==> config.mk <==
export PLATFORM = sky130hd
export DESIGN_NAME = alu_decode_stage
export DESIGN_NICKNAME = d
export VERILOG_FILES = /design/src/rtl/alu_decode_stage.sv
export SDC_FILE = /design/constraint.sdc
export NUM_CORES = 1
export LEC_CHECK = 0
export CORE_ASPECT_RATIO = 1.5
export CORE_UTILIZATION = 56
export DETAILED_ROUTE_END_ITERATION = 8
export PLACE_DENSITY = 0.86
export SLEW_MARGIN = 20
export SYNTH_ARGS = -nofsm -noshare
export SYNTH_HDL_FRONTEND = slang
export SYNTH_SLANG_ARGS = --single-unit
==> constraint.sdc <==
create_clock -name clk -period 3.2 [get_ports clk]
set_input_delay 0.64 -clock clk [delete_from_list [all_inputs] [get_ports clk]]
set_output_delay 0.64 -clock clk [all_outputs]
set_load 0.1 [all_outputs]
==> src/rtl/alu_decode_stage.sv <==
// alu_decode_stage: RV32I decode stage producing the ALU control word for execute.
//
// Ports
//   clk, rst_n                  clock (rising edge), asynchronous active-low reset
//   flush                       drop every buffered entry on the next edge
//   in_valid/in_ready           fetch-side handshake; in_ready is registered (= !skid_valid)
//   in_inst, in_pc              instruction word and its address
//   out_valid/out_ready         execute-side handshake
//   alu_op, a_sel, b_sel, imm   ALU control word (a_sel 0=rs1 1=pc, b_sel 0=rs2 1=imm)
//   rd, rs1, rs2, reg_we        register fields (rd forced to 0 when reg_we=0)
//   illegal, out_pc             unsupported encoding flag, pc of the presented entry
//
// A main register presents the entry; a skid register catches the one entry accepted while
// main is stalled, so in_ready never depends combinationally on out_ready.
module alu_decode_stage #(
  parameter int unsigned XLEN = 32,
  parameter int unsigned OP_W = 4
) (
  input  logic            clk,
  input  logic            rst_n,
  input  logic            flush,
  input  logic            in_valid,
  output logic            in_ready,
  input  logic [31:0]     in_inst,
  input  logic [XLEN-1:0] in_pc,
  output logic            out_valid,
  input  logic            out_ready,
  output logic [OP_W-1:0] alu_op,
  output logic            a_sel,
  output logic            b_sel,
  output logic [XLEN-1:0] imm,
  output logic [4:0]      rd,
  output logic [4:0]      rs1,
  output logic [4:0]      rs2,
  output logic            reg_we,
  output logic            illegal,
  output logic [XLEN-1:0] out_pc
);

  localparam logic [OP_W-1:0] OpAdd  = OP_W'(0);
  localparam logic [OP_W-1:0] OpSub  = OP_W'(1);
  localparam logic [OP_W-1:0] OpAnd  = OP_W'(2);
  localparam logic [OP_W-1:0] OpOr   = OP_W'(3);
  localparam logic [OP_W-1:0] OpXor  = OP_W'(4);
  localparam logic [OP_W-1:0] OpSlt  = OP_W'(5);
  localparam logic [OP_W-1:0] OpSltu = OP_W'(6);
  localparam logic [OP_W-1:0] OpSll  = OP_W'(7);
  localparam logic [OP_W-1:0] OpSra  = OP_W'(8);
  localparam logic [OP_W-1:0] OpSrl  = OP_W'(9);
  localparam logic [OP_W-1:0] OpCopyB = OP_W'(10);

  localparam logic [6:0] OpcR      = 7'b0110011;
  localparam logic [6:0] OpcI      = 7'b0010011;
  localparam logic [6:0] OpcLui    = 7'b0110111;
  localparam logic [6:0] OpcAuipc  = 7'b0010111;
  localparam logic [6:0] OpcJal    = 7'b1101111;
  localparam logic [6:0] OpcJalr   = 7'b1100111;
  localparam logic [6:0] OpcLoad   = 7'b0000011;
  localparam logic [6:0] OpcStore  = 7'b0100011;
  localparam logic [6:0] OpcBranch = 7'b1100011;

  typedef struct packed {
    logic [OP_W-1:0] alu_op;
    logic            a_sel;
    logic            b_sel;
    logic [XLEN-1:0] imm;
    logic [4:0]      rd;
    logic [4:0]      rs1;
    logic [4:0]      rs2;
    logic            reg_we;
    logic            illegal;
    logic [XLEN-1:0] pc;
  } entry_t;

  // alt selects SUB (f3=000) or SRA (f3=101); ignored for other funct3 values.
  function automatic logic [OP_W-1:0] f3_op(input logic [2:0] f3, input logic alt);
    logic [OP_W-1:0] op;
    unique case (f3)
      3'b000:  op = alt ? OpSub : OpAdd;
      3'b001:  op = OpSll;
      3'b010:  op = OpSlt;
      3'b011:  op = OpSltu;
      3'b100:  op = OpXor;
      3'b101:  op = alt ? OpSra : OpSrl;
      3'b110:  op = OpOr;
      default: op = OpAnd;
    endcase
    return op;
  endfunction

  // ---------------------------------------------------------------- decode
  logic [6:0]  opcode;
  logic [2:0]  funct3;
  logic [6:0]  funct7;
  logic [31:0] imm_i, imm_s, imm_b, imm_u, imm_j;
  logic [31:0] imm32;
  entry_t      dec;

  assign opcode = in_inst[6:0];
  assign funct3 = in_inst[14:12];
  assign funct7 = in_inst[31:25];

  assign imm_i = {{20{in_inst[31]}}, in_inst[31:20]};
  assign imm_s = {{20{in_inst[31]}}, in_inst[31:25], in_inst[11:7]};
  assign imm_b = {{19{in_inst[31]}}, in_inst[31], in_inst[7], in_inst[30:25], in_inst[11:8], 1'b0};
  assign imm_u = {in_inst[31:12], 12'b0};
  assign imm_j = {{11{in_inst[31]}}, in_inst[31], in_inst[19:12], in_inst[20], in_inst[30:21],
                  1'b0};

  always_comb begin
    dec         = '0;
    dec.alu_op  = OpAdd;
    dec.rs1     = in_inst[19:15];
    dec.rs2     = in_inst[24:20];
    dec.pc      = in_pc;
    imm32       = '0;
    unique case (opcode)
      OpcR: begin
        if ((funct7 == 7'b0000000) ||
            ((funct7 == 7'b0100000) && ((funct3 == 3'b000) || (funct3 == 3'b101)))) begin
          dec.alu_op = f3_op(funct3, in_inst[30]);
          dec.reg_we = 1'b1;
        end else begin
          dec.illegal = 1'b1;
        end
      end
      OpcI: begin
        // No SUBI: only the shift-right encoding uses bit 30.
        dec.alu_op = f3_op(funct3, (funct3 == 3'b101) && in_inst[30]);
        dec.b_sel  = 1'b1;
        dec.reg_we = 1'b1;
        imm32      = imm_i;
      end
      OpcLui: begin
        dec.alu_op = OpCopyB;
        dec.b_sel  = 1'b1;
        dec.reg_we = 1'b1;
        imm32      = imm_u;
      end
      OpcAuipc: begin
        dec.a_sel  = 1'b1;
        dec.b_sel  = 1'b1;
        dec.reg_we = 1'b1;
        imm32      = imm_u;
      end
      OpcJal: begin
        dec.a_sel  = 1'b1;
        dec.b_sel  = 1'b1;
        dec.reg_we = 1'b1;
        imm32      = imm_j;
      end
      OpcJalr, OpcLoad: begin
        dec.b_sel  = 1'b1;
        dec.reg_we = 1'b1;
        imm32      = imm_i;
      end
      OpcStore: begin
        dec.b_sel = 1'b1;
        imm32     = imm_s;
      end
      OpcBranch: begin
        // ALU forms the branch target; the comparison happens elsewhere.
        dec.a_sel = 1'b1;
        dec.b_sel = 1'b1;
        imm32     = imm_b;
      end
      default: dec.illegal = 1'b1;
    endcase
    dec.imm = XLEN'($signed(imm32));
    dec.rd  = dec.reg_we ? in_inst[11:7] : 5'd0;
  end

  // ---------------------------------------------------------------- main + skid buffer
  entry_t main_q, main_d, skid_q, skid_d;
  logic   main_valid_q, main_valid_d, skid_valid_q, skid_valid_d;
  logic   accept, emit;

  assign in_ready = !skid_valid_q;
  assign accept   = in_valid && in_ready;
  assign emit     = main_valid_q && out_ready;

  always_comb begin
    main_d       = main_q;
    skid_d       = skid_q;
    main_valid_d = main_valid_q;
    skid_valid_d = skid_valid_q;
    if (flush) begin
      main_valid_d = 1'b0;
      skid_valid_d = 1'b0;
    end else if (skid_valid_q) begin
      // Skid full implies main full and in_ready low: only a drain can happen.
      if (emit) begin
        main_d       = skid_q;
        skid_valid_d = 1'b0;
      end
    end else if (!main_valid_q || emit) begin
      main_valid_d = accept;
      if (accept) main_d = dec;
    end else if (accept) begin
      skid_d       = dec;
      skid_valid_d = 1'b1;
    end
  end

  always_ff @(posedge clk or negedge rst_n) begin
    if (!rst_n) begin
      main_q       <= '0;
      skid_q       <= '0;
      main_valid_q <= 1'b0;
      skid_valid_q <= 1'b0;
    end else begin
      main_q       <= main_d;
      skid_q       <= skid_d;
      main_valid_q <= main_valid_d;
      skid_valid_q <= skid_valid_d;
    end
  end

  assign out_valid = main_valid_q;
  assign alu_op    = main_q.alu_op;
  assign a_sel     = main_q.a_sel;
  assign b_sel     = main_q.b_sel;
  assign imm       = main_q.imm;
  assign rd        = main_q.rd;
  assign rs1       = main_q.rs1;
  assign rs2       = main_q.rs2;
  assign reg_we    = main_q.reg_we;
  assign illegal   = main_q.illegal;
  assign out_pc    = main_q.pc;

endmodule
# ---- Yosys cells after proc, flatten, opt, wreduce, memory -nomap -nowiden
# Cells that the tools add are included.
# Widths: inputs -> output; s select.
dict set report word_totals {
  elab_cells 93
  latchBits 0
  inputBits 69
  ff_bits 176
  ramBits 0
  rom_bits 0
  output_inout_bits 89
  n_memories 0
}
dict set report op_classes {
  n_eq_ne 18
  order_cmp 0
  multipliers 0
  n_reduce_logical 22
  n_div 0
  add_sub_neg 0
  shifts 0
  n_mux 28
  n_bitwise 3
}
# cell n
set op_table {}
lappend op_table {{$mux 87} 4}
lappend op_table {{$pmux 32 s5} 1}
lappend op_table {{$pmux 4 s7} 2}
lappend op_table {{$eq 7x6->1 const B} 4}
lappend op_table {{$eq 7x7->1 const B} 3}
lappend op_table {{$mux 1} 16}
lappend op_table {{$eq 7x5->1 const B} 2}
lappend op_table {{$pmux 4 s3} 1}
lappend op_table {{$eq 3x3->1 const B} 3}
lappend op_table {{$reduce_and 4->1} 2}
lappend op_table {{$reduce_or 8->1} 1}
lappend op_table {{$eq 7x2->1 const B} 1}
lappend op_table {{$logic_not 7->1} 1}
lappend op_table {{$eq 3x2->1 const B} 2}
lappend op_table {{$reduce_bool 2->1} 3}
lappend op_table {{$reduce_or 3->1} 2}
lappend op_table {{$reduce_or 6->1} 1}
lappend op_table {{$mux 5} 1}
lappend op_table {{$logic_and 1x1->1} 4}
lappend op_table {{$mux 4} 1}
lappend op_table {{$pmux 1 s2} 2}
lappend op_table {{$eq 3x1->1 const B} 1}
lappend op_table {{$logic_not 3->1} 1}
lappend op_table {{$logic_or 1x1->1} 3}
lappend op_table {{6 further kinds} 9}

# ---- Depth between registers and ports, before layout
# Gate-level depths: netlist of the first run.
dict set report logic_depth {
  word_depth 10
  depth_mapped 8
  depth_no_buf 5
}

# ---- Least setup slack after synthesis of the first run
# No wires, ideal clock.
dict set report synth_path {
  path_kind {flip-flop to flip-flop}
  startpoint {register main_valid_q, in the netlist out_valid}
  endpoint {register main_q, in the netlist alu_op[0]}
  t_arrival_ns 2.072
  setup_slack_ns 0.994
  path_stages_with_launch 7
  setup_time_ns 0.134
  synth_period_minus_slack_ns 2.206
  path_buffers 2
  t_required_ns 3.066
  path_cell_list {dfrtp_1 > nand2_1 > a211o_1 > buf_2 > clkbuf_1 > a21oi_1 > o21ai_0}
}
dict set report synth_between {
  elab_chain_cells 4
  elab_cells_between_ends 6
  classes_between {eq/ne (1); reduce/logical (5)}
}
# item line
set synth_lines {}
lappend synth_lines {{from (decl)} 175} ;# logic main_valid_q, main_valid_d, skid_valid_q, skid_valid_d;
lappend synth_lines {{from (signal assigned)} 214} ;# main_valid_q <= main_valid_d;
lappend synth_lines {{$logic_not 1->1 or $logic_and 1x1->1 (tied branches)} {196, 180}}
lappend synth_lines {{$logic_or 1x1->1} 196} ;# end else if (!main_valid_q || emit) begin
lappend synth_lines {{$reduce_bool 2->1 (no source line)} --}
lappend synth_lines {{$reduce_and 4->1 (no source line) (*)} --}
lappend synth_lines {{to (signal assigned)} 212} ;# main_q <= main_d;
lappend synth_lines {{to (decl)} 174} ;# entry_t main_q, main_d, skid_q, skid_d;
# Every way passes the cells marked *; elsewhere a longest branch is shown, timed or not.
# A chain may end at the register's enable or synchronous reset.

# ---- Final worst setup path of the first run
dict set report layout_path {
  startpoint {input port in_inst[3]}
  endpoint {register main_q, in the netlist imm[30]}
}
dict set report layout_between {
  elab_chain_cells 6
  elab_cells_between_ends 14
  classes_between {eq/ne (8); mux (4); reduce/logical (2)}
}
# item line
set layout_lines {}
lappend layout_lines {{from (decl)} 24} ;# input logic [31:0] in_inst,
lappend layout_lines {{$eq 7x7->1 (tied with other cells)} 117} ;# unique case (opcode)
lappend layout_lines {{$reduce_or 3->1 (no source line) or $reduce_or 2->1 (tied branches)} --}
lappend layout_lines {{$pmux 32 s5 (*)} 117}
lappend layout_lines {{$mux 87 (*)} 198} ;# if (accept) main_d = dec;
lappend layout_lines {{$mux 87 (*)} 196}
lappend layout_lines {{$mux 87 (*)} 190} ;# end else if (skid_valid_q) begin
# Every way passes the cells marked *; elsewhere a longest branch is shown, timed or not. The select of a mux whose other input is x is not followed.

==> results_dict.tcl, run 1 <==
set metrics [dict create \
    cp_max_fo 22 \
    drt-total-wl_mm 19.8 \
    synth.distinct_cells 54 \
    cts-resized-gates 0 \
    ant_nets 0 \
    p_leak_nw 4.61 \
    antennaDiodeCount 0 \
    syn_area_per_cell_um2 9.34 \
    yosysWarnings 0 \
    antenna_found_initial 0 \
    rsz0062_at_grt "no" \
    via_per_inst 5.71 \
    syn-num-nets 921 \
    first_global_vias 6580 \
    hold_viol_final 0 \
    coreArea_um2 13900 \
    hold_class "input pin to async pin" \
    port-buffer-count 157 \
    cts_tree "built" \
    synth_edf_count 0 \
    die_h_um 148 \
    place_inst 1129 \
    yosysSeqAreaShare 0.554 \
    syn_area_um2 7960 \
    drt-pass1-iter-count 7 \
    arrival_ns 2.63 \
    place.gp.congestion 0.894 \
    grt_max_degree 74 \
    fin_area_um2 10000 \
    drv_slew 0 \
    timing.setup.tns_ns 0 \
    h-tree-depth 4 \
    placement.cell_area_um2 9440 \
    wl_per_cell_um 17.0 \
    areaGrowthSynthToFinish_pct 25.7 \
    clk_path_buf_depth 2 \
    cap_viol_max_count 0 \
    grt.total_usage 0.280 \
    crit_path_start_kind "input pin" \
    slew_headroom 0.482 \
    die_x_um 99.3 \
    end_kind "register" \
    grt.overflow.total 0 \
    hpwl_mm 13.2 \
    cts_buffers 17 \
    cts.sinks 176 \
    run_status "finished, violations left" \
    cts_setup_buffers 0 \
    finClkSkew_ns 0.00770 \
    drc 1 \
    fmax_mhz 427 \
    fillerInstances 1061 \
    most-common-layout-cells "nand2_1, dfrtp_1, o21ai_0, buf_4, clkdlybuf4s50_1" \
    violations "design-rule violations" \
    ys_ff_latch 176 \
    layout_commonest_cell "nand2_1" \
    fin_crit_ns 2.34 \
    critPathMaxStageDelay_ns 0.65 \
    required_ns 3.49 \
    worst_ir_drop_vdd_mv 0.481 \
    fp-row-count 53 \
    ys.flop_type "dfrtp_1" \
    die-area_um2 14700 \
    cellPowerDensity_nw_per_um2 724 \
    final_nets 1052 \
    drive_above_1_share 0.160 \
    synthCells 852 \
    finalSetupViolations 0 \
    root_buffer "clkbuf_16" \
    critical_path_class "input pin to register" \
    period_share 0.732 \
    worst_hold_slack_ns 0.155 \
    final_cells 1161 \
    ys_async_sr_fraction 1.00 \
    cp_slowest_cell "clkdlybuf4s50_1" \
    grt_pass1_wl_mm 32.2 \
    clk_latency_ns 0.42 \
    io_pins 158 \
    vias 6630 \
    cts.clk_slew.worst_paths_ns 0.07 \
    drtIter0Drc 326 \
    path_cells "clkdlybuf4s50_1 -> inv_1 -> o2111ai_1 -> a21boi_4 -> buf_4 -> a211oi_1 -> o21ai_1" \
    hold_buffers 0 \
    start_util 0.571 \
    worst_slew_pin_slew_ns 0.776 \
]
-- kinds of logic (layout without fill, tap and decap cells) --
logic type / count (synthesis) / after routing / share of synthesized area
mux: 47 / 47 / 0.0599
xor+xnor: 3 / 3 / 0.00330
simple gates: 338 / 338 / 0.181
flops: 176 / 176 / 0.554
compound gates: 221 / 221 / 0.160
buf+inv: 67 / 211 / 0.0431
-- synthesized netlist by cell type, types with 12 or more instances --
cell | instances | area (µm²)
nand3_1 | 12 | 60.1
o21ai_1 | 22 | 110
buf_2 | 18 | 90.1
nand2_1 | 254 | 953
dfrtp_1 | 176 | 4400
a21oi_1 | 43 | 215
o21ai_0 | 100 | 500
clkbuf_1 | 32 | 120
a211oi_1 | 13 | 97.6
mux2i_1 | 42 | 420
nor2_1 | 34 | 128
-- critical path: cells and delay by family --
| kind | cells | cell delay (ns) |
|---|---|---|
| buffers and inverters | 3 | 1.00 |
| AOI/OAI and AO/OA | 4 | 0.98 |
-- per-stage QoR --
stage / util / power, W / setup WS (ns)
6_report: 0.718 / 0.00724 / 0.857
5_1_grt: 0.718 / 0.00749 / 0.754
4_1_cts: 0.718 / 0.00727 / 0.868
3_5_place_dp: 0.678 / 0.00528 / 0.508
3_3_place_gp: 0.678 / 0.00523 / 0.520
2_1_floorplan: - / 0.00462 / 0.994
-- final timing paths --
| check | startpoint | endpoint | slack (ns) | depth (start not counted) |
|---|---|---|---|---|
| min in group clk | skid_q[83] | skid_q[83] | 0.47 | 2 |
| hold / removal | rst_n | imm[3] | 0.15 | 1 |
| max in group asynchronous | rst_n | skid_valid_q | 2.25 | 2 |
| setup reg to reg | skid_valid_q | alu_op[3] | 1.00 | 5 |
| setup / recovery | in_inst[3] | imm[30] | 0.86 | 7 |
| hold reg to reg | skid_q[83] | skid_q[83] | 0.47 | 2 |
-- metal layers --
layer / wire length (µm) / vias to the layer above / track usage
li1: - / 3166 / -
met1: 8000 / 3197 / 0.342
met2: 9970 / 217 / 0.476
met3: 978 / 50 / 0.0544
met4: 824 / 0 / 0.135
met5: 0 / - / 0
-- report_power, final --
group          switching [W]  total [W]  leakage [nW]  internal, W
Combinational        0.00191    0.00246          2.07     0.000549
Clock               0.000912    0.00200         0.273      0.00109
Sequential          0.000206    0.00278          2.27      0.00257
Total                0.00303    0.00724          4.61      0.00421
-- registers in the layout (all words and copies together), names as in the netlist --
| signal | count |
|---|---|
| a_sel | 1 |
| alu_op | 4 |
| b_sel | 1 |
| illegal | 1 |
| imm | 32 |
| out_pc | 32 |
| out_valid | 1 |
| rd | 5 |
| reg_we | 1 |
| rs1 | 5 |
| rs2 | 5 |
| skid_q | 87 |
| skid_valid_q | 1 |
-- cell type report --
class / count / area [µm²] / area share
inverters: 4 / 15.0 / 0.00150
well taps: 165 / 206 / 0.0206
repair buffers: 175 / 1570 / 0.157
clock buffers: 19 / 433 / 0.0433
flip-flops and latches: 176 / 4410 / 0.441
clock inverters: 13 / 130 / 0.0130
multi-input cells: 609 / 3240 / 0.324
Note: power is estimated with default switching activity, not from simulation.
==> run 2, diff against run 1 <==
CORE_UTILIZATION = 47   (was 56)
PLACE_DENSITY = 0.77   (was 0.86)
clock period = 2.1 ns   (was 3.2 ns; I/O delays follow)
==> results_dict.tcl, run 2 (synthesis results as in run 1) <==
set metrics [dict create \
    path_delay_family "buffers and inverters" \
    hold_class "input pin to async pin" \
    antenna_found_initial 0 \
    finalSetupViolations 0 \
    placement.cell_area_um2 9920 \
    die_h_um 161 \
    first_global_vias 6941 \
    hpwl_mm 15.0 \
    drc 0 \
    drt-pass1-iter-count 8 \
    rrSetupSlack_ns 0.30 \
    path_depth 3 \
    io_pins 158 \
    final_util 0.641 \
    fin_area_um2 10500 \
    start_util 0.485 \
    coreArea_um2 16400 \
    final_cells 1255 \
    required_ns 1.68 \
    end_kind "output pin" \
    slew_headroom 0.719 \
    critPathMaxStageDelay_ns 0.43 \
    path_cells "buf_4 -> clkinv_1 -> buf_12" \
    period_share 0.934 \
    vias 6827 \
    drtIter0Drc 301 \
    port-buffer-count 157 \
    fmax_mhz 510 \
    cp_num_buf_inv 3 \
    fin_crit_ns 1.96 \
    cts_setup_buffers 0 \
    cts.clk_slew.worst_paths_ns 0.07 \
    most-common-layout-cells "nand2_1, dfrtp_1, buf_4" \
    finClkSkew_ns 0.00735 \
    clk_path_buf_depth 2 \
    place.gp.congestion 0.851 \
    cellPowerDensity_nw_per_um2 1070 \
    drt-total-wl_mm 21.5 \
    largest_reg_flops 87 \
    fp-row-count 57 \
    crit_path_start_kind "register" \
    antennaDiodeCount 0 \
    worst_slew_pin_slew_ns 0.422 \
    cap_viol_max_count 0 \
    die-area_um2 17500 \
    drive_above_1_share 0.204 \
    wl_per_cell_um 17.1 \
    root_buffer "clkbuf_16" \
    p_leak_nw 4.88 \
    cts_buffers 17 \
    cp_max_fo 11 \
    areaGrowthSynthToFinish_pct 32.2 \
    ant_nets 0 \
    regMostFlops "skid_q" \
    grt.total_usage 0.261 \
    grt.overflow.total 0 \
    cts_tree "built" \
    cts-resized-gates 0 \
    cp_slowest_cell "dfrtp_4" \
    arrival_ns 1.54 \
    reg2reg_depth 4 \
    layout_commonest_cell "nand2_1" \
    grt_pass1_wl_mm 35.0 \
    cts.sinks 176 \
    via_per_inst 5.44 \
    worst_ir_drop_vdd_mv 0.709 \
    critical_path_class "register to output pin" \
    run_status "complete, no violations" \
    die_x_um 108 \
    clk_latency_ns 0.43 \
    grt_max_degree 67 \
    place_inst 1222 \
    drv_slew 0 \
    hold_viol_final 0 \
    h-tree-depth 4 \
    final_nets 1105 \
    rsz0062_at_grt "no" \
]
run 2: through the flow:
stage	TNS [ns]	power, W	setup slack (ns)	hold WS (ns)
floorplan	0	0.00703	0.208	0.124
global placement	-11.63	0.00808	-0.214	0.373
detailed placement	-10.37	0.00814	-0.220	0.371
CTS	0	0.0113	0.116	0.471
global route	0	0.0117	0.0735	0.485
finish	0	0.0112	0.138	0.473
run 2: layout make-up:
class	instances	area (µm²)
clock inverter	14	159
inverter	4	15.0
sequential	176	4410
timing repair buffer	228	2010
multi-input combinational	609	3240
clock buffer	18	429
tap	206	258
fill	1415	5880
run 2: timing repair:
item | CTS | global route
endpoints found under the setup margin | 0 | 0
hold endpoints to repair | 37 | 0
hold buffers | 1 | 0
run 2: layer usage:
layer,vias to the layer above,track usage,part of all wire
met1,3335,0.314,0.40
met3,44,0.0468,0.045
met4,0,0.130,0.038
met2,182,0.443,0.51
met5,-,0,0
li1,3266,-,-
run 2: final timing paths:
check                        startpoint    endpoint
max reg2reg                skid_valid_q      imm[3]
min in group clk             skid_q[24]  skid_q[24]
max                        skid_valid_q    in_ready
min reg2reg                  skid_q[24]  skid_q[24]
min                               rst_n   skid_q[6]
max in group asynchronous         rst_n  skid_q[44]
run 2: power breakdown:
group	total [W]	internal, W	switching [W]
Combinational	0.00382	0.000895	0.00293
Sequential	0.00424	0.00392	0.000314
Clock	0.00319	0.00177	0.00141
Total	0.0112	0.00659	0.00466
==> run 3, diff against run 2 <==
REMOVE_ABC_BUFFERS = 1   (was unset)
==> results_dict.tcl, run 3 (synthesis results as in run 1) <==
set metrics [dict create \
    required_ns 2.47 \
    arrival_ns 2.28 \
    multi_input_area_um2 3240 \
    run_status "complete, no violations" \
    end_kind "register" \
    drt-total-wl_mm 20.7 \
    rsz0062_at_grt "no" \
    start_util 0.485 \
    antennaDiodeCount 0 \
    grt.total_usage 0.251 \
    vias 6748 \
    area.sequential_um2 4410 \
    finalSetupViolations 0 \
    hold_class "register to register" \
    timing.setup.tns_ns 0 \
    layout_commonest_cell "nand2_1" \
    whs_endpoint "skid_q[81]" \
    worst_ir_drop_vdd_mv 0.741 \
    p_leak_nw 4.91 \
    place.gp.congestion 0.915 \
    cts_tree "built" \
    placement.cell_area_um2 9900 \
    drc 0 \
    drt-pass1-iter-count 7 \
    min_path_cells 2 \
    areaGrowthSynthToFinish_pct 32.9 \
    cts.sinks 176 \
    cts-resized-gates 0 \
    cap_viol_max_count 0 \
    port-buffer-count 157 \
    ant_nets 0 \
    root_buffer "clkbuf_16" \
    drive_above_1_share 0.202 \
    final_nets 1103 \
    fin_crit_ns 1.91 \
    die-area_um2 17500 \
    wl_per_cell_um 16.5 \
    regMostFlops "skid_q" \
    critical_path_class "input pin to register" \
    fp-row-count 57 \
    coreArea_um2 16400 \
    largest_reg_flops 87 \
    h-tree-depth 4 \
    cp_max_fo 5 \
    cts.clk_slew.worst_paths_ns 0.07 \
    worstHoldStart "skid_q[81]" \
    clk_path_buf_depth 2 \
    via_per_inst 5.39 \
    hpwl_mm 14.1 \
    drv_slew 0 \
    rrSetupSlack_ns 0.25 \
    fin_area_um2 10600 \
    hold_viol_final 0 \
    drtIter0Drc 392 \
    power_w 0.0116 \
    slew_headroom 0.509 \
    fillerInstances 1392 \
    most-common-layout-cells "nand2_1, dfrtp_1, buf_4" \
    die_x_um 108 \
    period_share 0.911 \
    cellPowerDensity_nw_per_um2 1090 \
    r2r_start "skid_valid_q" \
    grt_max_degree 61 \
    antenna_found_initial 0 \
    grt_pass1_wl_mm 34.0 \
    first_global_vias 6748 \
    crit_path_start_kind "input pin" \
    cts_buffers 17 \
    fmax_mhz 523 \
    finClkSkew_ns 0.00728 \
    reg2reg_depth 7 \
    grt.overflow.total 0 \
    die_h_um 161 \
    worst_slew_pin_slew_ns 0.736 \
    clk_latency_ns 0.43 \
    worstReg2RegEnd "illegal" \
    io_pins 158 \
]
-- run 3: cell count changes in the layout (fill, tap and decap cells not counted), sizes merged --
cell / previous run / this run
bufinv: 2 / 5
buf: 160 / 158
inv: 7 / 4
clkinvlp: 2 / 3
clkbuf: 18 / 19
clkinv: 7 / 5
-- run 3: worst max-delay path by stage --
stage               depth (start not counted)  slack [ns]  endpoint    startpoint
floorplan                                   5       -3.49     rd[0]  skid_valid_q
global placement                            6       -0.21    imm[1]    in_inst[2]
detailed placement                          6       -0.24    imm[2]    in_inst[2]
CTS                                         6        0.20    imm[2]    in_inst[2]
global route                                6        0.08    imm[2]    in_inst[2]
finish                                      6        0.19    imm[2]    in_inst[2]
-- run 3: worst max-delay path: stages --
cell and delay [ns]:
clkdlybuf4s50_1 0.47, nand3b_1 0.28, o32ai_1 0.56, a22oi_1 0.16, o21ai_0 0.21, mux2_2 0.17
-- run 3: final cells by class --
cell class | instances | area share
multi-input cells | 609 | 0.306
inverters | 4 | 0.00142
well taps | 206 | 0.0244
flip-flops and latches | 176 | 0.417
clock inverters | 13 | 0.0198
clock buffers | 19 | 0.0428
repair buffers | 226 | 0.189
-- run 3: routing by layer --
layer,wire [µm],share of wire,GRT usage
met2,10800,0.52,0.425
met3,884,0.043,0.0488
met5,0,0,0
met4,519,0.025,0.105
met1,8480,0.41,0.310
-- run 3: what timing repair did --
item | 4_1_cts | 5_1_grt
setup buffers | 0 | 0
endpoints found under the hold margin | 45 | 0
hold buffers | 1 | 0
-- run 3: where the power goes --
group	internal (W)	switching, W	leakage [nW]
Combinational	0.000893	0.00291	2.32
Sequential	0.00392	0.000311	2.27
Clock	0.00218	0.00136	0.316
Total	0.00700	0.00458	4.91
-- run 3: stage by stage --
stage | setup WS, ns | utilization | instances | hold WS, ns
after floorplan | -3.49 | - | 789 | 0.124
after global placement | -0.206 | 0.604 | 1220 | 0.392
after detailed placement | -0.236 | 0.604 | 1220 | 0.394
after CTS | 0.197 | 0.645 | 1253 | 0.469
after global routing | 0.0783 | 0.645 | 1253 | 0.497
final | 0.186 | 0.645 | 1253 | 0.466
